==> config.mk <==
export PLATFORM = sky130hd
export DESIGN_NAME = lsu_ctrl
export DESIGN_NICKNAME = d
export VERILOG_FILES = /design/src/rtl/lsu_pkg.sv /design/src/rtl/lsu_load_align.sv /design/src/rtl/lsu_ctrl.sv
export SDC_FILE = /design/constraint.sdc
export NUM_CORES = 1
export LEC_CHECK = 0
export BUFFER_PORTS_ARGS = -buffer_cell sky130_fd_sc_hd__buf_4
export CORE_AREA = 2 2 116 118
export CTS_BUF_LIST = sky130_fd_sc_hd__clkbuf_2
export DETAILED_ROUTE_END_ITERATION = 10
export DIE_AREA = 0 0 118 120
export GPL_ROUTABILITY_DRIVEN = 0
export PLACE_DENSITY = 0.8
export SLEW_MARGIN = 0
export SYNTH_ARGS = -nofsm -noshare
export SYNTH_HDL_FRONTEND = slang
export SYNTH_SLANG_ARGS = --single-unit
==> constraint.sdc <==
create_clock -name i_clk -period 3.3 [get_ports i_clk]
set_input_delay 0.33 -clock i_clk [delete_from_list [all_inputs] [get_ports i_clk]]
set_output_delay 0.33 -clock i_clk [all_outputs]
set_load 0.005 [all_outputs]
==> src/rtl/lsu_pkg.sv <==
// Shared definitions for the load/store sequencer: FSM encoding, strobe bit
// positions, byte-enable patterns and the load-type decode helper.
package lsu_pkg;

    typedef enum logic [1:0] {
        IDLE = 2'd0,
        REQ  = 2'd1,
        RSP  = 2'd2
    } lsu_state_e;

    // Bit positions inside the one-hot store type {sb,sh,sw}
    localparam int WT_SB = 2;
    localparam int WT_SH = 1;
    localparam int WT_SW = 0;

    // Bit positions inside the load type {lb|lh, lbu|lb, lhu|lh, lw}
    localparam int RD_SIGNED = 3;
    localparam int RD_BYTE   = 2;
    localparam int RD_HALF   = 1;
    localparam int RD_WORD   = 0;

    localparam logic [3:0] BE_NONE    = 4'b0000;
    localparam logic [3:0] BE_BYTE0   = 4'b0001;
    localparam logic [3:0] BE_HALF_LO = 4'b0011;
    localparam logic [3:0] BE_HALF_HI = 4'b1100;
    localparam logic [3:0] BE_WORD    = 4'b1111;

    typedef struct packed {
        logic lw;
        logic lb;
        logic lh;
        logic lbu;
        logic lhu;
    } ld_kind_t;

    function automatic ld_kind_t decode_rdtype(input logic [3:0] rdtype);
        ld_kind_t k;
        k.lw  = rdtype[RD_WORD];
        k.lb  = rdtype[RD_SIGNED] &  rdtype[RD_BYTE];
        k.lh  = rdtype[RD_SIGNED] &  rdtype[RD_HALF];
        k.lbu = rdtype[RD_BYTE]   & ~rdtype[RD_SIGNED];
        k.lhu = rdtype[RD_HALF]   & ~rdtype[RD_SIGNED];
        return k;
    endfunction

endpackage

==> src/rtl/lsu_load_align.sv <==
// Combinational load-data aligner: shifts the addressed lane down to bit 0
// and sign- or zero-extends it according to the load type.
module lsu_load_align
    import lsu_pkg::*;
(
    input  logic [31:0] rdata,
    input  logic [1:0]  addr_lo,
    input  logic [3:0]  rdtype,
    output logic [31:0] wb_data
);

    logic [31:0] shifted;
    ld_kind_t    kind;

    assign shifted = rdata >> {addr_lo, 3'b000};
    assign kind    = decode_rdtype(rdtype);

    // NOTE: wb_data gets a default before any branch so no latch is inferred.
    always_comb begin
        wb_data = shifted;
        if (kind.lw)
            wb_data = shifted;
        else if (kind.lb)
            wb_data = {{24{shifted[7]}}, shifted[7:0]};
        else if (kind.lh)
            wb_data = {{16{shifted[15]}}, shifted[15:0]};
        else if (kind.lbu)
            wb_data = {24'd0, shifted[7:0]};
        else if (kind.lhu)
            wb_data = {16'd0, shifted[15:0]};
    end

endmodule

==> src/rtl/lsu_ctrl.sv <==
// Load/store sequencer: single-outstanding valid/ready bus master with load
// alignment, misalign detection and bus-fault reporting.
// Optional watchdog enabled by defining LSU_CTRL_TIMEOUT_EN.
module lsu_ctrl
    import lsu_pkg::*;
#(
    parameter int TIMEOUT_CYCLES = 256
)
(
    input  logic        i_clk,
    input  logic        i_rst,
    input  logic        i_req_valid,
    output logic        o_req_ready,
    input  logic        i_mem_wreq,
    input  logic        i_mem_rreq,
    input  logic [2:0]  i_mem_wtype,
    input  logic [3:0]  i_mem_rdtype,
    input  logic [31:0] i_addr,
    input  logic [31:0] i_wdata,
    output logic        o_stall,
    output logic        o_bus_valid,
    input  logic        i_bus_ready,
    output logic        o_bus_we,
    output logic [31:0] o_bus_addr,
    output logic [31:0] o_bus_wdata,
    output logic [3:0]  o_bus_be,
    input  logic        i_bus_rvalid,
    input  logic [31:0] i_bus_rdata,
    input  logic        i_bus_err,
    output logic        o_wb_valid,
    output logic [31:0] o_wb_data,
    output logic        o_misalign,
    output logic        o_fault
);

    lsu_state_e  state, state_next;
    logic        is_store, misaligned;
    logic [1:0]  off;
    logic [3:0]  st_be;
    logic [31:0] st_wdata;
    logic        accept, misalign_det, done_ok, done_err, tmo_fire, tmo_hit;
    logic [3:0]  rdtype_q;
    logic [1:0]  addr_lo_q;
    logic [31:0] align_data;

    assign is_store = i_mem_wreq;
    assign off      = i_addr[1:0];

    always_comb begin
        st_be    = BE_NONE;
        st_wdata = i_wdata;
        if (i_mem_wtype[WT_SB]) begin
            st_be    = BE_BYTE0 << off;
            st_wdata = {4{i_wdata[7:0]}};
        end else if (i_mem_wtype[WT_SH]) begin
            st_be    = off[1] ? BE_HALF_HI : BE_HALF_LO;
            st_wdata = {2{i_wdata[15:0]}};
        end else if (i_mem_wtype[WT_SW]) begin
            st_be    = BE_WORD;
        end
    end

    // Half accesses need addr[0]==0, word accesses need addr[1:0]==0.
    assign misaligned = is_store
        ? ((i_mem_wtype[WT_SH] & off[0]) | (i_mem_wtype[WT_SW] & (|off)))
        : ((i_mem_rdtype[RD_HALF] & off[0]) | (i_mem_rdtype[RD_WORD] & (|off)));

`ifdef LSU_CTRL_TIMEOUT_EN
    localparam int CNT_W = ($clog2(TIMEOUT_CYCLES + 1) > 8) ? $clog2(TIMEOUT_CYCLES + 1) : 8;
    logic [CNT_W-1:0] tmo_cnt;

    assign tmo_hit = (state != IDLE) && (tmo_cnt == CNT_W'(TIMEOUT_CYCLES - 1));

    // Restarts on every state change, so REQ and RSP are timed separately.
    always_ff @(posedge i_clk or posedge i_rst) begin
        if (i_rst)
            tmo_cnt <= '0;
        else if (state_next != state)
            tmo_cnt <= '0;
        else if (state != IDLE)
            tmo_cnt <= tmo_cnt + 1'b1;
    end
`else
    logic unused_timeout_cfg;
    assign unused_timeout_cfg = ^TIMEOUT_CYCLES;
    assign tmo_hit            = 1'b0;
`endif

    always_comb begin
        state_next   = state;
        accept       = 1'b0;
        misalign_det = 1'b0;
        done_ok      = 1'b0;
        done_err     = 1'b0;
        tmo_fire     = 1'b0;
        case (state)
            IDLE: begin
                if (i_req_valid && (i_mem_wreq || i_mem_rreq)) begin
                    if (misaligned) begin
                        misalign_det = 1'b1;
                    end else begin
                        accept     = 1'b1;
                        state_next = REQ;
                    end
                end
            end
            REQ: begin
                if (i_bus_ready)
                    state_next = RSP;
            end
            RSP: begin
                if (i_bus_rvalid) begin
                    state_next = IDLE;
                    done_ok    = ~i_bus_err;
                    done_err   = i_bus_err;
                end
            end
            default: state_next = IDLE;
        endcase
        // A real bus event in the same cycle wins over the watchdog.
        if (tmo_hit && (state_next == state)) begin
            tmo_fire   = 1'b1;
            state_next = IDLE;
        end
    end

    // NOTE: sequential state uses non-blocking assignments so every register
    // samples pre-edge values regardless of statement order.
    always_ff @(posedge i_clk or posedge i_rst) begin
        if (i_rst)
            state <= IDLE;
        else
            state <= state_next;
    end

    always_ff @(posedge i_clk or posedge i_rst) begin
        if (i_rst) begin
            o_bus_valid <= 1'b0;
            o_bus_we    <= 1'b0;
            o_bus_addr  <= '0;
            o_bus_wdata <= '0;
            o_bus_be    <= BE_NONE;
            o_wb_valid  <= 1'b0;
            o_wb_data   <= '0;
            o_misalign  <= 1'b0;
            o_fault     <= 1'b0;
            rdtype_q    <= '0;
            addr_lo_q   <= '0;
        end else begin
            o_bus_valid <= (state_next == REQ);
            o_wb_valid  <= done_ok;
            o_misalign  <= misalign_det;
            o_fault     <= done_err | tmo_fire;
            if (accept) begin
                o_bus_we    <= is_store;
                o_bus_addr  <= {i_addr[31:2], 2'b00};
                o_bus_be    <= is_store ? st_be : BE_NONE;
                o_bus_wdata <= is_store ? st_wdata : 32'd0;
                rdtype_q    <= i_mem_rdtype;
                addr_lo_q   <= off;
            end
            if (done_ok)
                o_wb_data <= o_bus_we ? 32'd0 : align_data;
        end
    end

    lsu_load_align u_align (
        .rdata   (i_bus_rdata),
        .addr_lo (addr_lo_q),
        .rdtype  (rdtype_q),
        .wb_data (align_data)
    );

    assign o_req_ready = (state == IDLE);
    assign o_stall     = (state != IDLE);

endmodule

After elaboration in Yosys (flattened, before gate mapping)
Index checks and enable logic that the tools add are counted.

Word-level logic and storage cells: 64. Output and inout bits: 107. Register bits: 111. Input port bits: 111.

Mux-type cells: 30. Eq/ne operators: 3. Bitwise operators: 12. Shift operators: 2. Reductions and logical operators: 5.

Operator list (count): $mux 32 (9); $shr 32x5->32 (1); $mux 4 (5); $mux 1 (11); $and 1x1->1 (8); $mux 2 (4); $pmux 2 s3 (1); $eq 2x1->1 const B (2); $shl 1x2->4 const A (1); $eq 2x2->1 const B (1); $logic_not 2->1 (1); $not 1->1 (2); $or 1x1->1 (2); $reduce_bool 2->1 (1); $reduce_or 2->1 (1); $logic_and 1x1->1 (1); $logic_or 1x1->1 (1).

Logic depth before layout (Yosys ltp)
Gate-level depths: netlist of run 1.

Word-level depth: 8. Mapped depth: 7. Depth with buffers taken out: 4.

Hierarchy
From an unflattened synthesis of run 1, not the netlist that was laid out.

Cell total of the unflattened synthesis: 550. Area, all modules: 5896.9 um^2.

Modules (own cells, without submodules): lsu_ctrl (area an instance 5054.8 um^2, instances 1, cells each 447, sequential area each 2777.7 um^2); lsu_load_align (area an instance 842.1 um^2, instances 1, cells each 103, sequential area each 0.0 um^2).

Worst setup path before layout of run 1
No wires, ideal clock.

Path type: input to register. Start point: in i_mem_wreq. End point: reg addr_lo_q[0]. Stages: 6. Data arrival time: 1.437 ns. Slack: 1.738 ns. Cells stage by stage: mux2_1 a2bb2oi_2 nand2_1 buf_6 buf_6 mux2_4.

Word-level cells in the longest chain between the ends: 4.

Ends and longest elaborated chain: start: declaration (RTL line lsu_ctrl.sv:14) `input logic i_mem_wreq,`; $mux 1 / $logic_or 1x1->1 (equally long branches) (RTL line lsu_ctrl.sv:65, lsu_ctrl.sv:98); $mux 1 / $logic_and 1x1->1 (equally long branches) (RTL line lsu_ctrl.sv:99, lsu_ctrl.sv:98); $mux 1 (*) (RTL line lsu_ctrl.sv:98) `if (i_req_valid && (i_mem_wreq || i_mem_rreq)) begin`; $mux 1 (*) (RTL line lsu_ctrl.sv:96) `case (state)`; end signal: assignment (RTL line lsu_ctrl.sv:148) `addr_lo_q <= '0;`; end signal: assignment (RTL line lsu_ctrl.sv:160) `addr_lo_q <= off;`; end: declaration (RTL line lsu_ctrl.sv:43) `logic [1:0] addr_lo_q;`.

Every way passes the cells marked *; elsewhere a longest branch is shown, timed or not. A chain may end at the register's enable or synchronous reset.

Worst setup path in the final report of run 1
Start point: reg addr_lo_q[1]. End point: reg o_wb_data[29].

Word-level cells in the longest chain between the ends: 7.

Ends and longest elaborated chain: $shr 32x5->32 (*) (RTL line lsu_load_align.sv:15) `assign shifted = rdata >> {addr_lo, 3'b000};`; $mux 32 (RTL line lsu_load_align.sv:29) `else if (kind.lhu)`; $mux 32 (RTL line lsu_load_align.sv:27) `else if (kind.lbu)`; $mux 32 (RTL line lsu_load_align.sv:25) `else if (kind.lh)`; $mux 32 (RTL line lsu_load_align.sv:23) `else if (kind.lb)`; $mux 32 (*) (RTL line lsu_load_align.sv:21) `if (kind.lw)`; $mux 32 (*) (RTL line lsu_ctrl.sv:163) `o_wb_data <= o_bus_we ? 32'd0 : align_data;`; end signal: assignment (RTL line lsu_ctrl.sv:163); end: declaration (RTL line lsu_ctrl.sv:31) `output logic [31:0] o_wb_data,`.

Marked as above.

==> run metrics, run 1 <==
Leak 4.14 nW; number of vias per cell 5.43; synthesized cell area between 0.005 and 0.006 mm2; maximum clock frequency 428 MHz; CP Class reg2reg; Final Util 63.5%; Tcrit/Tclk final 70.8%; Critical Path Start Type register; met2 WL 8970 um; met3 WL 1270 um; Rows 42; Initial Utilization about 45%; GRT Total Usage between 20% and 30%; # setup viols final 0; clock sinks 111; DR top layer met4; commonest non-fill, non-tap cell in the layout buf_4; commonest non-fill, non-tap cells in the layout buf_4 (219), dfrtp_1 (111), dlygate4sd3_1 (56), mux2i_1 (53), nand2_1 (42); H-tree lvl count 3; #FFs+latches synth 111; first-pass GRT wire length about 28,000 um; Distinct cells, synth 44; Area Overhead vs Synth 41.4%; Final Hold Vio Count 0; RSZ-0062 raised after global routing false; NumNets Final between 800 and 900; vias in the first global route 5,384; Vias around 5,200; crit path capture type register; number of placed I/O pins 218; Core ar. 0.0130 mm2; syn_area_per_cell approximately 11 um2; CP max FO 16; DR WL/cell 18.4 um; max-cap viol count 0; final slew viol count 0; proportion of layout cells with a drive suffix above 1 39.6%; measured slew at the worst slew-check pin 0.851 ns; Die ar. 0.0142 mm2; ANT cells 0; post-route ant nets 0; die height 120 um; Ys Warns 0; Port-buffer cells approximately 220; clock skew 0.0299 ns; clock buffer depth 2; shortest period the worst path allows between 2 and 2.5 ns; Post-synth EDFFs 0; Root Driver clkbuf_2; WL final 17,600 um; DRT met1 WL between 6000 and 7000 um; Hold WC Path Type in2reg; antenna violations before repair 0; DRT iter0 DRCs 361; DRC violations left 0; Die Wd 118 um; status completed; final hold slack 0.0644 ns; CTS buffer count 9; clock latency on the worst-skew pair 0.62 ns; ys async rst share 100%; post-CTS setup buffers 0; top_reg_cell synth dfrtp_1; largest net degree at the start of global routing a little over 60; TNS Setup 0 ns; Mapped Cells 529; VDD IR max 301 uV; post-DP HPWL ~12,000 um; Crit path required time around 3.8 ns; pwr dens 650 mW/mm2; grt total ovfl 0; Worst EP arrival 2.83 ns; drt first pass iters 5; Rel. slew slack 43.1%; Fill cells 1,047; post-synthesis sequential area ratio 47.7%; CTS tree done; clock slew at reported path FFs 0.33 ns
[critical path, stage by stage (launching register included)]
cell	delay, ns
dfrtp_1	0.77
mux2i_1	0.38
o22ai_1	0.14
a31oi_2	0.69
a31oi_1	0.23
[worst paths after layout]
path / endpoint / slack [ns] / start / depth (start not counted)
hold / removal: o_wb_data[2] / 0.06 / i_bus_rdata[18] / 3
min in group asynchronous: o_bus_addr[5] / 0.30 / i_rst / 3
hold reg to reg: o_bus_wdata[29] / 0.54 / o_bus_wdata[29] / 2
max in group asynchronous: o_wb_data[20] / 2.21 / i_rst / 4
setup reg to reg: o_wb_data[29] / 0.96 / addr_lo_q[1] / 4
setup / recovery: o_wb_data[29] / 0.96 / addr_lo_q[1] / 4
[cells by family after synthesis]
family                 share of synthesized area (%)
AO/OA/AOI/OAI                                   15.8
flip-flops                                      47.7
multiplexers                                    22.3
AND/OR/NAND/NOR                                 9.02
buffers and inverters                           5.22
other                                         0.0644
[Yosys cell counts (all sizes together), types with 2 or more instances]
master,count,area share (%)
a211o,7,1.1
a211oi,8,1.0
a21boi,17,2.3
a21oi,32,2.7
a22o,9,1.4
a22oi,8,1.0
a31oi,10,1.2
a32o,7,1.2
buf,24,2.6
clkbuf,18,1.2
dfrtp,111,48
inv,23,1.5
mux2,56,13
mux2i,53,9.1
nand2,43,2.8
nand2b,11,1.2
nand4bb,2,0.39
nor2,18,1.2
nor2b,12,1.3
nor3,2,0.17
o21ai,37,3.2
o22ai,2,0.21
or3b,8,1.2
[metrics by stage]
stage	total power [mW]	setup slack, ns	cell area, um2	cells
2_1_floorplan	3.41	0.0393	5830	530
3_3_place_gp	4.45	1.13	7530	885
3_5_place_dp	4.55	1.08	7530	885
4_1_cts	5.36	1.05	8240	957
5_1_grt	5.67	0.853	8240	957
6_report	5.35	0.964	8240	957
[report_power, final]
group | total [mW] | switching (mW) | internal, mW
clock | 0.754 | 0.491 | 0.263
combinational | 2.33 | 0.967 | 1.37
sequential | 2.27 | 0.434 | 1.83
[layout make-up]
class	count	area (um2)	share of cell area [%]
inverter	23	88.8	1.08
clock inverter	7	105	1.28
clock buffer	9	45.0	0.547
sequential	111	2780	33.7
tap	176	220	2.67
multi-input combinational	354	2760	33.4
timing repair buffer	277	2240	27.3
[flip-flops by register name, indices dropped and copies added, names as in the netlist]
| signal | count |
|---|---|
| o_wb_valid | 1 |
| addr_lo_q | 2 |
| o_misalign | 1 |
| o_bus_be | 4 |
| rdtype_q | 4 |
| o_bus_valid | 1 |
| o_fault | 1 |
| state | 2 |
| o_bus_we | 1 |
| o_wb_data | 32 |
| o_bus_addr | 30 |
| o_bus_wdata | 32 |
[timing repair]
item / CTS / global route
hold endpoints to repair: 106 / 0
hold buffers: 56 / 0
resized for setup: 0 / 0
[per-layer routing]
layer / vias to the layer above / track usage [%]
met5: - / 0
met4: 0 / 10.3
met3: 37 / 5.47
met2: 230 / 43.0
met1: 2561 / 29.6
li1: 2368 / -
(Power assumes the default switching activity.)
==> run 2, diff against run 1 <==
- ABC_AREA: default -> 1
- clock period: 3.3 -> 2 ns (I/O delays scaled with it)
==> run 2 against run 1 <==
Wire length grew 7.4%. Power increased by 74%. Hold slack improved by 0.0012 ns. Synthesized area fell by 0.95%. Critical path type unchanged.
==> run metrics, run 2 <==
status completed; VDD IR max 647 uV; Design Power between 9 and 10 mW; Rows 42; ys async rst share 100%; setup slack after layout 0.136 ns; CTS buffer count 9; CP max FO 10; synth cell count leaders nand2_1 (342), dfrtp_1 (111), o21ai_0 (50), a21oi_1 (42), inv_1 (42); Mapped Cells ~760; maximum clock frequency 537 MHz; Hold WC Path Type in2reg; post-route ant nets 0; first-pass GRT wire length about 30,000 um; number of vias per cell 5.15; Vias 6,422; Initial Utilization roughly 44%; commonest non-fill, non-tap cell in the layout nand2_1; Placement Setup Slack between 0.3 and 0.4 ns; DRC violations left 0; RSZ-0062 raised after global routing false; clock skew approximately 0.038 ns; cell accounting for the most synthesized area dfrtp_1; Root Driver clkbuf_2; Core ar. 0.0130 mm2; final slew viol count 0; vias in the first global route 6,284; Port-buffer cells roughly 220; DRT iter0 DRCs just over 600; Worst EP arrival around 2.4 ns; post-synthesis sequential area ratio 48.1%; Leak 4.72 nW; ANT cells 0; post-DP HPWL 11,800 um; #FFs+latches synth 111; NumNets Final 1,177; WL final 18,900 um; top-area cell type share of the netlist area 48.1%; compound-gate portion of the synthesized area 15.1%; shortest period the worst path allows 1.86 ns; clock sinks 111; clock latency on the worst-skew pair 0.62 ns; GRT Total Usage between 20% and 30%; grt total ovfl 0; CP Class reg2reg; H-tree lvl count 3; clock slew at reported path FFs just over 0.3 ns; syn_area_per_cell 7.61 um2; Tcrit/Tclk final 93.2%; mux share of post-synthesis cell area less than 1%; proportion of layout cells with a drive suffix above 1 26.9%; most numerous cell in the Yosys netlist nand2_1; DR WL/cell 15.2 um; clock buffer depth 2; top cells by area, synth dfrtp_1 (48%), nand2_1 (22%), o21ai_0 (4.3%); number of placed I/O pins 218; measured slew at the worst slew-check pin 0.667 ns; antenna violations before repair 0; Post-synth EDFFs 0; pwr dens approximately 1100 mW/mm2; TNS Setup 0 ns; Rel. slew slack 55.5%; Ys Warns 0; drt first pass iters 5; CTS tree done; Post-Synth XOR/XNOR Area 0%; adder-cell share of the synthesized area 0%; Die Wd 118 um; crit path capture type register; Die ar. 0.0142 mm2; max-cap viol count 0; largest net degree at the start of global routing ~110; Distinct cells, synth 30; Critical Path Start Type register; largest family of logic cells by synthesized area simple AND/OR/NAND/NOR gates; commonest non-fill, non-tap cells in the layout nand2_1 (342), buf_4 (227), dlygate4sd3_1 (111), dfrtp_1 (109), o21ai_0 (50); die height 120 um; # setup viols final 0; Largest regs o_bus_wdata: 32 flops, o_wb_data: 32 flops, o_bus_addr: 30 flops; Final Hold Vio Count 0; top_reg_cell synth dfrtp_1; post-synthesis simple-gate area fraction 27.9%; Crit path required time 2.55 ns; synthesized cell area between 0.005 and 0.006 mm2; Area Overhead vs Synth 50.7%
[run 2: kinds of logic after synthesis]
kind of cell           after synthesis
AO/OA/AOI/OAI                      144
other                                1
buffers and inverters               94
multiplexers                         3
AND/OR/NAND/NOR                    405
flip-flops                         111
[run 2: what timing repair did]
item	4_1_cts	5_1_grt
gates resized for setup	0	3
buffers inserted	0	1
endpoints found under the setup margin	0	7
hold endpoints to repair	208	0
hold buffers	111	0
[run 2: area by class of cell]
class,instances,area [um2]
fill,1023,4280
timing repair buffer,341,2880
sequential,111,2780
multi-input combinational,554,2520
tap,176,220
inverter,49,190
clock inverter,7,61.3
clock buffer,9,45.0
[run 2: metal layers]
layer / routed length, um / GRT usage [%]
met3: 1440 / 5.85
met1: 7570 / 33.2
met2: 9280 / 46.0
met5: 0 / 0
met4: 659 / 11.3
[run 2: critical path: stages, from the launching register on]
cell           delay, ns
dfrtp_2             0.55
nor2_1              0.22
inv_1               0.20
o211a_1             0.17
dlygate4sd3_1       0.54
o21ai_0             0.15
[run 2: path summary, 6_finish.rpt]
| kind | depth (start not counted) | slack [ns] | startpoint | to |
|---|---|---|---|---|
| max | 5 | 0.14 | rdtype_q[0] | o_wb_data[12] |
| min | 4 | 0.07 | i_bus_rdata[8] | o_wb_data[8] |
| max reg2reg | 5 | 0.14 | rdtype_q[0] | o_wb_data[12] |
| min reg2reg | 2 | 0.52 | o_wb_data[20] | o_wb_data[20] |
| max in group asynchronous | 4 | 1.20 | i_rst | rdtype_q[0] |
| min in group asynchronous | 4 | 0.19 | i_rst | o_bus_wdata[9] |
[run 2: power breakdown]
| group | internal, mW | total [mW] | switching [mW] |
|---|---|---|---|
| registers | 3.05 | 3.63 | 0.578 |
| logic | 2.30 | 4.68 | 2.38 |
| clock network | 0.192 | 1.02 | 0.823 |
| total | 5.54 | 9.33 | 3.78 |
[run 2: stage by stage]
stage	util (%)	std cells	hold WS [ns]	instance area, um2
after floorplan	-	759	0.307	5780
after global placement	57.5	1119	0.393	7470
after detailed placement	57.5	1119	0.400	7470
after CTS	66.9	1246	0.00397	8680
after global routing	67.0	1247	0.0288	8700
final	67.0	1247	0.0656	8700
==> run 3, diff against run 2 <==
- ABC_AREA: 1 -> default
==> run 3 against run 2 <==
Setup slack worse by 0.0097 ns. Utilization up 0.42 points. Clock power down 4%. Count of clock-buffer cells in the layout up 2. Critical path type unchanged. Critical endpoint is now o_wb_data[7]. Largest cell class unchanged.
==> run metrics, run 3 (synthesis gave the netlist of run 1 again) <==
Initial Utilization 44.9%; CP max FO 4; CP Class reg2reg; GRT Total Usage between 20% and 30%; combinational power share 47.2%; DRT iter0 DRCs 654; pwr dens 1010 mW/mm2; Placement Setup Slack around 0.20 ns; vias in the first global route around 5,800; post-DP HPWL 12,500 um; VDD IR max 552 uV; clock sinks 111; TNS Setup 0 ns; die height 120 um; WL final 19,300 um; clock buffer depth 2; status completed; NumNets Final about 950; CTS buffer count 9; Switching Share 35.1%; Crit path required time 2.56 ns; Root Driver clkbuf_2; Area Overhead vs Synth 50.2%; drt first pass iters 5; clock slew at reported path FFs 0.27 ns; DP Area 0.00764 mm2; grt total ovfl 0; final slew viol count 0; H-tree lvl count 3; DRC violations left 0; Port-buffer cells 215; Rows between 40 and 50; CTS resizes 0; measured slew at the worst slew-check pin slightly below 0.7 ns; largest net degree at the start of global routing about 50; proportion of layout cells with a drive suffix above 1 38.3%; Rel. slew slack 54.5%; Die Wd about 120 um; DR WL/cell approximately 19 um; number of vias per cell around 5.5; # setup viols final 0; Final Hold Vio Count 0; Net Sw Power 3.09 mW; Hold WC Path Type in2reg; Worst EP arrival 2.43 ns; first-pass GRT wire length 30,900 um; clock skew 0.0258 ns; Leak 4.37 nW; cell-internal power 5.71 mW; max-cap viol count 0; post-route ant nets 0; shortest period the worst path allows around 1.9 ns; clock power share 11.1%; Core ar. 0.0130 mm2; Vias 5,569; maximum clock frequency 534 MHz; number of placed I/O pins 218; RSZ-0062 raised after global routing false; Tcrit/Tclk final 93.7%; Critical Path Start Type register; clock latency on the worst-skew pair 0.62 ns; Largest regs o_bus_wdata: 32 flops, o_wb_data: 32 flops, o_bus_addr: 30 flops; placed cell count 900; post-layout instance area 0.00875 mm2; setup slack after layout 0.127 ns; commonest non-fill, non-tap cells in the layout buf_4 (234), dfrtp_1 (111), dlygate4sd3_1 (102), mux2i_1 (53), nand2_1 (42); Die ar. 0.0142 mm2; crit path capture type register; CTS tree done; antenna violations before repair 0; commonest non-fill, non-tap cell in the layout buf_4; ANT cells 0; final cell count without fillers 1,015; register share of total power 41.7%
[run 3: cell type report]
type                       instances  area, um2
clock inverter                     2       35.0
tap                              176        220
inverter                          23       90.1
clock buffer                      11       55.1
multi-input combinational        354       2760
fill                             904       4230
timing repair buffer             338       2820
sequential                       111       2780
[run 3: metal layers]
metal	track usage [%]	vias up	wire [um]
li1	-	2480	-
met1	32.6	2720	7180
met4	14.2	0	784
met5	0	-	0
met3	6.37	51	1620
met2	48.5	318	9700
[run 3: per-stage QoR]
step	power (mW)	utilization, %	hold slack (ns)
after floorplan	5.62	-	0.308
after global placement	7.46	58.9	0.331
after detailed placement	7.61	58.9	0.333
after CTS	8.78	67.4	0.00504
after global routing	9.34	67.4	0.0368
final	8.80	67.4	0.0650
[run 3: repair_timing]
| action | CTS | global route |
|---|---|---|
| setup buffers | 0 | 0 |
| hold buffers | 102 | 0 |
| endpoints found under the hold margin | 201 | 0 |
[run 3: final timing paths]
kind | start | end | slack (ns) | depth (start not counted)
setup / recovery | addr_lo_q[1] | o_wb_data[7] | 0.13 | 3
hold / removal | i_mem_wtype[0] | o_bus_be[2] | 0.07 | 5
setup reg to reg | addr_lo_q[1] | o_wb_data[7] | 0.13 | 3
hold reg to reg | o_bus_wdata[24] | o_bus_wdata[24] | 0.55 | 2
max in group asynchronous | i_rst | o_bus_wdata[20] | 1.23 | 4
min in group asynchronous | i_rst | o_wb_data[13] | 0.20 | 4
[run 3: power groups by stage]
stage | sequential [mW] | clock [mW] | combinational (mW)
2_1_floorplan | 3.55 | 0 | 2.07
3_3_place_gp | 3.65 | 0 | 3.81
3_5_place_dp | 3.68 | 0 | 3.94
4_1_cts | 3.64 | 1.02 | 4.11
5_1_grt | 3.77 | 1.09 | 4.48
6_report | 3.67 | 0.978 | 4.16
[run 3: worst max-delay path, cell delays in order, from the launching register on]
cell           delay (ns)
dfrtp_1              0.50
mux4_2               0.53
dlygate4sd3_1        0.58
a22o_1               0.20
